**config.mk**
```make
export PLATFORM = sky130hd
export DESIGN_NAME = gs_ports_flat
export DESIGN_NICKNAME = d
export VERILOG_FILES = /design/src/rtl/gs_pkg.sv /design/src/rtl/gs_ports_if.sv /design/src/rtl/gs_iocycle.sv /design/src/rtl/gs_ports.sv /design/src/flat_wrapper.sv
export SDC_FILE = /design/constraint.sdc
export NUM_CORES = 1
export LEC_CHECK = 0
export ABC_AREA = 1
export ABC_CLOCK_PERIOD_IN_PS = 3100
export CAP_MARGIN = 20
export CORE_AREA = 2 2 65 67
export DETAILED_ROUTE_END_ITERATION = 6
export DIE_AREA = 0 0 67 69
export GPL_TIMING_DRIVEN = 1
export PLACE_DENSITY = 0.72
export SLEW_MARGIN = 5
export SYNTH_ARGS = -nofsm -noshare
export SYNTH_HDL_FRONTEND = slang
export SYNTH_SLANG_ARGS = --single-unit
```
**constraint.sdc**
```tcl
create_clock -name cpu_clock -period 3.1 [get_ports cpu_clock]
set_input_delay 0.465 -clock cpu_clock [delete_from_list [all_inputs] [get_ports cpu_clock]]
set_output_delay 0.465 -clock cpu_clock [all_outputs]
set_load 0.02 [all_outputs]
```
**src/rtl/gs_pkg.sv**
```systemverilog
// Shared definitions for the NGS-side GS mailbox ports: port map, cycle FSM states, status fill.
// Imported by the cycle tracker, the port block and the interface.
package gs_pkg;

  localparam int ADDR_BITS = 4;

  typedef logic [ADDR_BITS-1:0] gs_addr_t;

  localparam gs_addr_t PORT_CMD     = 4'h1;
  localparam gs_addr_t PORT_DATRD   = 4'h2;
  localparam gs_addr_t PORT_DATWR   = 4'h3;
  localparam gs_addr_t PORT_STAT    = 4'h4;
  localparam gs_addr_t PORT_CLRCBIT = 4'h5;

  localparam logic [5:0] STAT_FILL = 6'b111111;

  typedef enum logic [1:0] {
    IDLE = 2'd0,
    ACT  = 2'd1,
    HOLD = 2'd2
  } gs_state_e;

  function automatic logic port_hit(input gs_addr_t addr);
    return (addr == PORT_CMD) || (addr == PORT_DATRD) || (addr == PORT_DATWR) ||
           (addr == PORT_STAT) || (addr == PORT_CLRCBIT);
  endfunction

  // The write-data port has nothing to return, so reads of it leave the bus undriven.
  function automatic logic port_readable(input gs_addr_t addr);
    return port_hit(addr) && (addr != PORT_DATWR);
  endfunction

endpackage

```
**src/rtl/gs_ports_if.sv**
```systemverilog
// Bundle of NGS Z80 bus signals and ZX-side mailbox register/flag signals seen by gs_ports.
// slave is the port block's view; master is the view of whatever drives the Z80 bus and ZX side.
interface gs_ports_if;
  import gs_pkg::*;

  gs_addr_t     a;
  logic [7:0]   din;
  logic [7:0]   dout;
  logic         dout_ena;
  logic         iorq_n;
  logic         rd_n;
  logic         wr_n;
  logic         m1_n;

  logic [7:0]   command_reg_in;
  logic [7:0]   data_reg_in;
  logic [7:0]   data_reg_out;
  logic         data_bit;
  logic         command_bit;
  logic         data_bit_in;
  logic         command_bit_in;
  logic         data_bit_wr;
  logic         command_bit_wr;

  modport slave (
    input  a, din, iorq_n, rd_n, wr_n, m1_n,
    input  command_reg_in, data_reg_in, data_bit, command_bit,
    output dout, dout_ena, data_reg_out,
    output data_bit_in, command_bit_in, data_bit_wr, command_bit_wr
  );

  modport master (
    output a, din, iorq_n, rd_n, wr_n, m1_n,
    output command_reg_in, data_reg_in, data_bit, command_bit,
    input  dout, dout_ena, data_reg_out,
    input  data_bit_in, command_bit_in, data_bit_wr, command_bit_wr
  );

endinterface

```
**src/rtl/gs_iocycle.sv**
```systemverilog
// Samples Z80 I/O strobes/address/data and tracks one I/O cycle as IDLE -> ACT -> HOLD.
// start fires once per decoded cycle (the IDLE->ACT edge); cycle_end marks HOLD->IDLE.
module gs_iocycle
  import gs_pkg::*;
(
  input  logic       clk,
  input  logic       rst_n,
  input  logic       iorq_n,
  input  logic       rd_n,
  input  logic       wr_n,
  input  logic       m1_n,
  input  gs_addr_t   a,
  input  logic [7:0] din,
  output gs_addr_t   a_q,
  output logic [7:0] din_q,
  output logic       iord_q,
  output logic       iowr_q,
  output gs_state_e  state_q,
  output logic       start,
  output logic       cycle_end
);

  logic       iord_d;
  logic       iowr_d;
  gs_addr_t   a_d;
  logic [7:0] din_d;
  gs_state_e  state_d;

  // m1_n low means interrupt acknowledge, which must never look like a port access.
  always_comb begin
    iord_d = !iorq_n && !rd_n && m1_n;
    iowr_d = !iorq_n && !wr_n && m1_n;
    a_d    = a;
    din_d  = din;
  end

  assign start     = (state_q == IDLE) && (iord_q || iowr_q) && port_hit(a_q);
  assign cycle_end = (state_q == HOLD) && !iord_q && !iowr_q;

  always_comb begin
    state_d = state_q;
    case (state_q)
      IDLE:    if (start) state_d = ACT;
      ACT:     state_d = HOLD;
      HOLD:    if (cycle_end) state_d = IDLE;
      default: state_d = IDLE;
    endcase
  end

  always_ff @(posedge clk or negedge rst_n) begin
    if (!rst_n) begin
      state_q <= IDLE;
      iord_q  <= 1'b0;
      iowr_q  <= 1'b0;
      a_q     <= '0;
      din_q   <= 8'h00;
    end else begin
      state_q <= state_d;
      iord_q  <= iord_d;
      iowr_q  <= iowr_d;
      a_q     <= a_d;
      din_q   <= din_d;
    end
  end

endmodule

```
**src/rtl/gs_ports.sv**
```systemverilog
// NGS-side end of the ZX<->GS mailbox: decodes Z80 I/O to five GS ports, returns read data,
// latches the outgoing data register and issues one flag-load strobe per qualifying cycle.
module gs_ports
  import gs_pkg::*;
(
  input  logic       cpu_clock,
  input  logic       rst_n,
  gs_ports_if.slave  bus
);

  gs_addr_t   a_q;
  logic [7:0] din_q;
  logic       iord_q;
  logic       iowr_q;
  gs_state_e  state_q;
  logic       start;
  logic       cycle_end;

  gs_iocycle u_io (
    .clk       (cpu_clock),
    .rst_n     (rst_n),
    .iorq_n    (bus.iorq_n),
    .rd_n      (bus.rd_n),
    .wr_n      (bus.wr_n),
    .m1_n      (bus.m1_n),
    .a         (bus.a),
    .din       (bus.din),
    .a_q       (a_q),
    .din_q     (din_q),
    .iord_q    (iord_q),
    .iowr_q    (iowr_q),
    .state_q   (state_q),
    .start     (start),
    .cycle_end (cycle_end)
  );

  logic [7:0] dout_q, dout_d;
  logic       dout_ena_q, dout_ena_d;
  logic [7:0] data_reg_out_q, data_reg_out_d;
  logic       data_bit_in_q, data_bit_in_d;
  logic       data_bit_wr_q, data_bit_wr_d;
  logic       command_bit_in_q, command_bit_in_d;
  logic       command_bit_wr_q, command_bit_wr_d;

  logic rd_start;
  logic wr_start;

  assign rd_start = start && iord_q;
  assign wr_start = start && iowr_q && !iord_q;

  // All side effects are launched on the IDLE->ACT edge, so they appear while ACT is held
  // and a wait-stated cycle can never repeat them.
  always_comb begin
    dout_d           = dout_q;
    dout_ena_d       = dout_ena_q;
    data_reg_out_d   = data_reg_out_q;
    data_bit_in_d    = data_bit_in_q;
    data_bit_wr_d    = 1'b0;
    command_bit_in_d = command_bit_in_q;
    command_bit_wr_d = 1'b0;

    if (rd_start) begin
      dout_ena_d = port_readable(a_q);
      case (a_q)
        PORT_CMD:     dout_d = bus.command_reg_in;
        PORT_DATRD:   dout_d = bus.data_reg_in;
        PORT_STAT:    dout_d = {bus.data_bit, STAT_FILL, bus.command_bit};
        PORT_CLRCBIT: dout_d = 8'hFF;
        default:      dout_d = dout_q;
      endcase
      if (a_q == PORT_DATRD) begin
        data_bit_in_d = 1'b0;
        data_bit_wr_d = 1'b1;
      end
    end else if (cycle_end || (state_q == IDLE)) begin
      dout_ena_d = 1'b0;
    end

    if (wr_start && (a_q == PORT_DATWR)) begin
      data_reg_out_d = din_q;
      data_bit_in_d  = 1'b1;
      data_bit_wr_d  = 1'b1;
    end

    if (start && (a_q == PORT_CLRCBIT)) begin
      command_bit_in_d = 1'b0;
      command_bit_wr_d = 1'b1;
    end
  end

  always_ff @(posedge cpu_clock or negedge rst_n) begin
    if (!rst_n) begin
      dout_q           <= 8'hFF;
      dout_ena_q       <= 1'b0;
      data_reg_out_q   <= 8'h00;
      data_bit_in_q    <= 1'b0;
      data_bit_wr_q    <= 1'b0;
      command_bit_in_q <= 1'b0;
      command_bit_wr_q <= 1'b0;
    end else begin
      dout_q           <= dout_d;
      dout_ena_q       <= dout_ena_d;
      data_reg_out_q   <= data_reg_out_d;
      data_bit_in_q    <= data_bit_in_d;
      data_bit_wr_q    <= data_bit_wr_d;
      command_bit_in_q <= command_bit_in_d;
      command_bit_wr_q <= command_bit_wr_d;
    end
  end

  assign bus.dout           = dout_q;
  assign bus.dout_ena       = dout_ena_q;
  assign bus.data_reg_out   = data_reg_out_q;
  assign bus.data_bit_in    = data_bit_in_q;
  assign bus.data_bit_wr    = data_bit_wr_q;
  assign bus.command_bit_in = command_bit_in_q;
  assign bus.command_bit_wr = command_bit_wr_q;

endmodule
```
**src/flat_wrapper.sv**
```systemverilog
// flat-port wrapper written by rule: the top's interface ports become plain ports
module gs_ports_flat import gs_pkg::*;
  (cpu_clock, rst_n, bus_a, bus_din, bus_iorq_n, bus_rd_n, bus_wr_n, bus_m1_n, bus_command_reg_in, bus_data_reg_in, bus_data_bit, bus_command_bit, bus_dout, bus_dout_ena, bus_data_reg_out, bus_data_bit_in, bus_command_bit_in, bus_data_bit_wr, bus_command_bit_wr);
  gs_ports_if bus_i ();
  input  logic cpu_clock;
  input  logic rst_n;
  input wire logic [$bits(bus_i.a)-1:0] bus_a;
  input wire logic [$bits(bus_i.din)-1:0] bus_din;
  input wire logic [$bits(bus_i.iorq_n)-1:0] bus_iorq_n;
  input wire logic [$bits(bus_i.rd_n)-1:0] bus_rd_n;
  input wire logic [$bits(bus_i.wr_n)-1:0] bus_wr_n;
  input wire logic [$bits(bus_i.m1_n)-1:0] bus_m1_n;
  input wire logic [$bits(bus_i.command_reg_in)-1:0] bus_command_reg_in;
  input wire logic [$bits(bus_i.data_reg_in)-1:0] bus_data_reg_in;
  input wire logic [$bits(bus_i.data_bit)-1:0] bus_data_bit;
  input wire logic [$bits(bus_i.command_bit)-1:0] bus_command_bit;
  output wire logic [$bits(bus_i.dout)-1:0] bus_dout;
  output wire logic [$bits(bus_i.dout_ena)-1:0] bus_dout_ena;
  output wire logic [$bits(bus_i.data_reg_out)-1:0] bus_data_reg_out;
  output wire logic [$bits(bus_i.data_bit_in)-1:0] bus_data_bit_in;
  output wire logic [$bits(bus_i.command_bit_in)-1:0] bus_command_bit_in;
  output wire logic [$bits(bus_i.data_bit_wr)-1:0] bus_data_bit_wr;
  output wire logic [$bits(bus_i.command_bit_wr)-1:0] bus_command_bit_wr;
  assign bus_i.a = bus_a;
  assign bus_i.din = bus_din;
  assign bus_i.iorq_n = bus_iorq_n;
  assign bus_i.rd_n = bus_rd_n;
  assign bus_i.wr_n = bus_wr_n;
  assign bus_i.m1_n = bus_m1_n;
  assign bus_i.command_reg_in = bus_command_reg_in;
  assign bus_i.data_reg_in = bus_data_reg_in;
  assign bus_i.data_bit = bus_data_bit;
  assign bus_i.command_bit = bus_command_bit;
  assign bus_dout = bus_i.dout;
  assign bus_dout_ena = bus_i.dout_ena;
  assign bus_data_reg_out = bus_i.data_reg_out;
  assign bus_data_bit_in = bus_i.data_bit_in;
  assign bus_command_bit_in = bus_i.command_bit_in;
  assign bus_data_bit_wr = bus_i.data_bit_wr;
  assign bus_command_bit_wr = bus_i.command_bit_wr;
  gs_ports u_core (.cpu_clock(cpu_clock), .rst_n(rst_n), .bus(bus_i));
endmodule
```
# After elaboration in Yosys (flattened, before gate mapping)
# Index checks and enable logic that the tools add are counted.
# totals
regBits	36
wordCells	67
in_bits	36
# classes
mux	13
n_reduce_logical	33
eq_ne	10
# op_table
operator	n
8-bit case mux with 4 select lines	1
1-bit logical AND	14
1-bit 2-to-1 mux	9
4-bit by 2-bit equality test with 1-bit output, second input constant	2
4-bit by 3-bit equality test with 1-bit output, second input constant	2
1-bit logical OR	6
2-bit case mux with 3 select lines	1
2-bit AND reduction	3
2-bit nonzero test	3
1-bit logical NOT	5
4-bit by 1-bit equality test with 1-bit output, second input constant	1
2-bit 2-to-1 mux	2
2-bit by 1-bit != test with 1-bit output, second input constant	2
4-bit by 2-bit != test with 1-bit output, second input constant	1
4-bit nonzero test	1
2-bit by 1-bit equality test with 1-bit output, second input constant	1
2-bit equality test, second input constant	1
2-bit logical NOT	1

# Longest topological paths before layout
# logic_depth
depth_word	11
ltp_mapped	10
mapped_depth_nobuf	9

# Hierarchy
# From an unflattened synthesis, not the netlist that was laid out.
# unflattened
hier_cells	163
hier_area_um2	1567.8
# modules_own_cells
mod	area_each_um2	seq_area_each_um2	cells_each	n_inst
gs_ports	1088.5	510.5	128	1
gs_iocycle	479.2	400.4	35	1

# Least setup slack after synthesis
# OpenSTA, ideal clock, no wires.
# synth_path
path_kind	reg-to-reg
start	reg u_core.u_io.a_q[2]
end	reg u_core.data_reg_out_q[0] (netlist: u_core.bus.data_reg_out[0])
slack_ns	1.811
t_required_ns	2.983
path_stages_with_launch	7
synth_period_minus_slack_ns	1.289
t_arrival_ns	1.172
cell_sequence	dfrtp_1 nor2_4 nand3_2 nor2_4 nand2_4 nand2_1 nand2_1
# synth_via
elab_chain_len	9
# synth_rtl
item	line_no	text
start: declaration	gs_iocycle.sv:14	output gs_addr_t a_q,
start signal: assignment	gs_iocycle.sv:55	a_q <= '0;
start signal: assignment	gs_iocycle.sv:61	a_q <= a_d;
4-bit by 1-bit equality test with 1-bit output or 4-bit by 2-bit equality test with 1-bit output (tied branches)	gs_pkg.sv:24	return (addr == PORT_CMD) || (addr == PORT_DATRD) || (addr == PORT_DATWR) ||
1-bit logical OR (3 in series)	gs_pkg.sv:24	
1-bit logical OR	gs_pkg.sv:25	(addr == PORT_STAT) || (addr == PORT_CLRCBIT);
1-bit logical AND	gs_iocycle.sv:37	assign start = (state_q == IDLE) && (iord_q || iowr_q) && port_hit(a_q);
1-bit logical AND (2 in series)	gs_ports.sv:49	assign wr_start = start && iowr_q && !iord_q;
1-bit logical AND *	gs_ports.sv:79	if (wr_start && (a_q == PORT_DATWR)) begin
end signal: assignment	gs_ports.sv:103	data_reg_out_q <= data_reg_out_d;
end: declaration	gs_ports.sv:39	logic [7:0] data_reg_out_q, data_reg_out_d;
# Every way passes the cells marked *; elsewhere a longest branch is shown, timed or not.
# A chain may end at the register's enable or synchronous reset.

# Worst setup path in the final report
# layout_path
start	reg u_core.dout_q[2] (netlist: u_core.bus.dout[2])
end	out bus_dout[2]
# layout_lines
item	line_no	text
start: declaration	gs_ports.sv:37	logic [7:0] dout_q, dout_d;
start signal: assignment	gs_ports.sv:101	dout_q <= dout_d;
end: declaration	flat_wrapper.sv:17	output wire logic [$bits(bus_i.dout)-1:0] bus_dout;
# No word-level cell between the ends.

==> flow_summary.yaml <==
run_status:
  status: "finished clean"
critical_path:
  critPathTopFamily: "buffers and inverters"
  startpoint_type: "flop"
  worst_setup_path_end_kind: "output port"
  slowest_stage: "clkdlybuf4s50_1"
  crit_path_max_incr_delay_ns: 0.60
  r2r_start: "u_core.u_io.a_q[1]$_DFF_PN0_"
  path_buf_inv: 1
  required_ns: 2.63
  worstPathArrival_ns: 1.42
  r2r_cells: 8
  r2r_setup_slack_ns: 1.45
  cp_max_fo: 2
  path_class: "reg -> out"
  path_cells: "clkdlybuf4s50_1"
  rr_endpoint: "u_core.bus.data_reg_out[7]$_DFFE_PN0P_"
  crit_path_start: "u_core.bus.dout[2]$_DFFE_PN1P_"
yosys:
  async_flop_share_pct: 100
  yosysSeqAreaShare_pct: 59.6
  synth_most_common_cell: "nand2_1"
  avgSynthCellArea_um2: 9.61
  synth.area.top_cells: "dfrtp_1, nand2_1, dfstp_2"
  netlist_instances: 159
  synth_edf_count: 0
  synth_cell_types: 21
  yosys_warnings: 0
  synth_top_area_share_pct: 45.9
  synthesis.nets: 195
  ys_seq_elements: 36
  yosys.area.top_type: "dfrtp_1"
  synth.top_cells.by_count: "nand2_1, dfrtp_1, nand3_1"
  ys.flop_type: "dfrtp_1"
  syn_area_um2: 1530
clock_network:
  ctsLongestPathBuffers: 2
  worstSkewPairLatency_ns: 0.28
  post_cts_buffers: 0
  post_cts_resized: 0
  cts_sinks: 36
  cts_buffers: 5
  clk_pin_slew_worst_paths_ns: 0.07
  cts_root_buf: "clkbuf_8"
  htree_levels: 2
  hold_buffers: 0
  tritoncts: "yes"
timing:
  final-hold-violation-count: 0
  max_freq_mhz: 532
  post-route-min-period_ns: 1.88
  holdWs_ns: 0.253
  fin_crit_sh_pct: 60.7
  worst_slack_ns: 1.22
  setup_viol_count_final: 0
  setup-tns-final_ns: 0
  drv_slew: 0
  clock_skew_ns: 0.00668
  relSlewSlack_pct: 49.2
  grt_setup_unrepaired: "false"
  tightest_slew_ns: 0.762
finish:
  drive_gt1_share_pct: 15.1
  nets: 254
  stdcell_count: 269
  area_delta_synth_final_pct: 44.6
  diodes: 0
die:
  rows: 23
  dieWidth_um: 67
  dieArea_um2: 4620
  io_pins: 57
  die_h_um: 69
  core_um2: 3910
  initial_core_util_pct: 39.0
placed_design:
  port_buffers: 55
  gp_congestion: 0.801
  pre_cts_slack_ns: 1.47
  dp_hpwl_um: 2400
  placed_cells_incl_taps: 261
power_and_ir_drop:
  vdd_drop_max_v: 0.000287
  power_mw: 1.09
  power_density_nw_per_um2: 494
  p_leak_nw: 1.08
hold_path:
  min_path_type: "in -> async"
route:
  wirelength_um: 3190
  first_iter_violations: 41
  via_count: 1235
  drt-wirelength-per-cell_um: 11.9
  viasPerCell: 4.59
  ant_nets: 0
  drc: 0
  drt_first_pass_iters: 4
global_route:
  grt_pass1_vias: 1280
  track_usage_pct: 16.2
  grt_antenna_before_repair: 0
  grt-ovfl-total: 0
  grt_pass1_wl_um: 5690
  grt_max_degree: 37
run:
  maxCapViolations: 0
## where the power goes
group | internal, mW | leakage [nW] | switching [mW]
Clock | 0.180 | 0.0445 | 0.155
Sequential | 0.525 | 0.446 | 0.0224
Combinational | 0.107 | 0.593 | 0.101
Total | 0.813 | 1.08 | 0.279
## flip-flops by register name (all words and copies together), names as in the netlist
| register | count |
|---|---|
| u_core.bus.command_bit_wr | 1 |
| u_core.bus.data_bit_in | 1 |
| u_core.bus.data_bit_wr | 1 |
| u_core.bus.data_reg_out | 8 |
| u_core.bus.dout | 8 |
| u_core.bus.dout_ena | 1 |
| u_core.u_io.a_q | 4 |
| u_core.u_io.din_q | 8 |
| u_core.u_io.iord_q | 1 |
| u_core.u_io.iowr_q | 1 |
| u_core.u_io.state_q | 2 |
## layout make-up
type	count	area, µm²
timing repair buffer	55	546
fill	375	1700
sequential	36	911
clock inverter	1	7.51
inverter	13	48.8
clock buffer	7	86.3
tap	50	62.6
multi-input combinational	107	548
## per-stage QoR
| step | utilization [%] | instance area, µm² |
|---|---|---|
| final | 56.5 | 2210 |
| after global routing | 56.5 | 2210 |
| after CTS | 56.5 | 2210 |
| after detailed placement | 54.1 | 2120 |
| after global placement | 54.1 | 2120 |
| after floorplan | - | 1530 |
## per-layer routing
| layer | part of all wire (%) | vias to the layer above | global-route usage, % | wire length, µm |
|---|---|---|---|---|
| met5 | 0 | - | 0 | 0 |
| met4 | 1.4 | 0 | 5.90 | 44 |
| met3 | 3.9 | 4 | 4.89 | 126 |
| met2 | 52 | 36 | 26.1 | 1670 |
| met1 | 42 | 562 | 20.4 | 1350 |
| li1 | - | 633 | - | - |
## how the worst max path moves through the flow
stage	end	slack [ns]	cells past startpoint
2_1_floorplan	u_core.bus.data_reg_out[0]$_DFFE_PN0P_	1.81	6
3_3_place_gp	bus_dout[5]	1.52	1
3_5_place_dp	u_core.bus.data_reg_out[5]$_DFFE_PN0P_	1.47	8
4_1_cts	bus_dout[2]	1.20	1
5_1_grt	bus_dout[2]	1.18	1
6_report	bus_dout[2]	1.22	1
## layout by cell type, fill, tap and decap left out, types with 4 or more instances in the layout
cell type,instances
inv_1,9
clkbuf_8,6
inv_2,4
dfstp_2,8
dfrtp_1,28
clkdlybuf4s50_1,54
nand3_1,20
nand2_1,58
nand4_1,8
## cells by family (layout without fill, tap and decap cells)
logic type,count (synthesis),count (layout),share of synthesized area [%]
AOI/OAI and AO/OA,3,3,1.31
buffers and inverters,16,76,4.50
DFF,36,36,59.6
other,1,1,0.245
and+or+nand+nor,103,103,34.3
No activity file was read; power rests on OpenSTA's default activity.
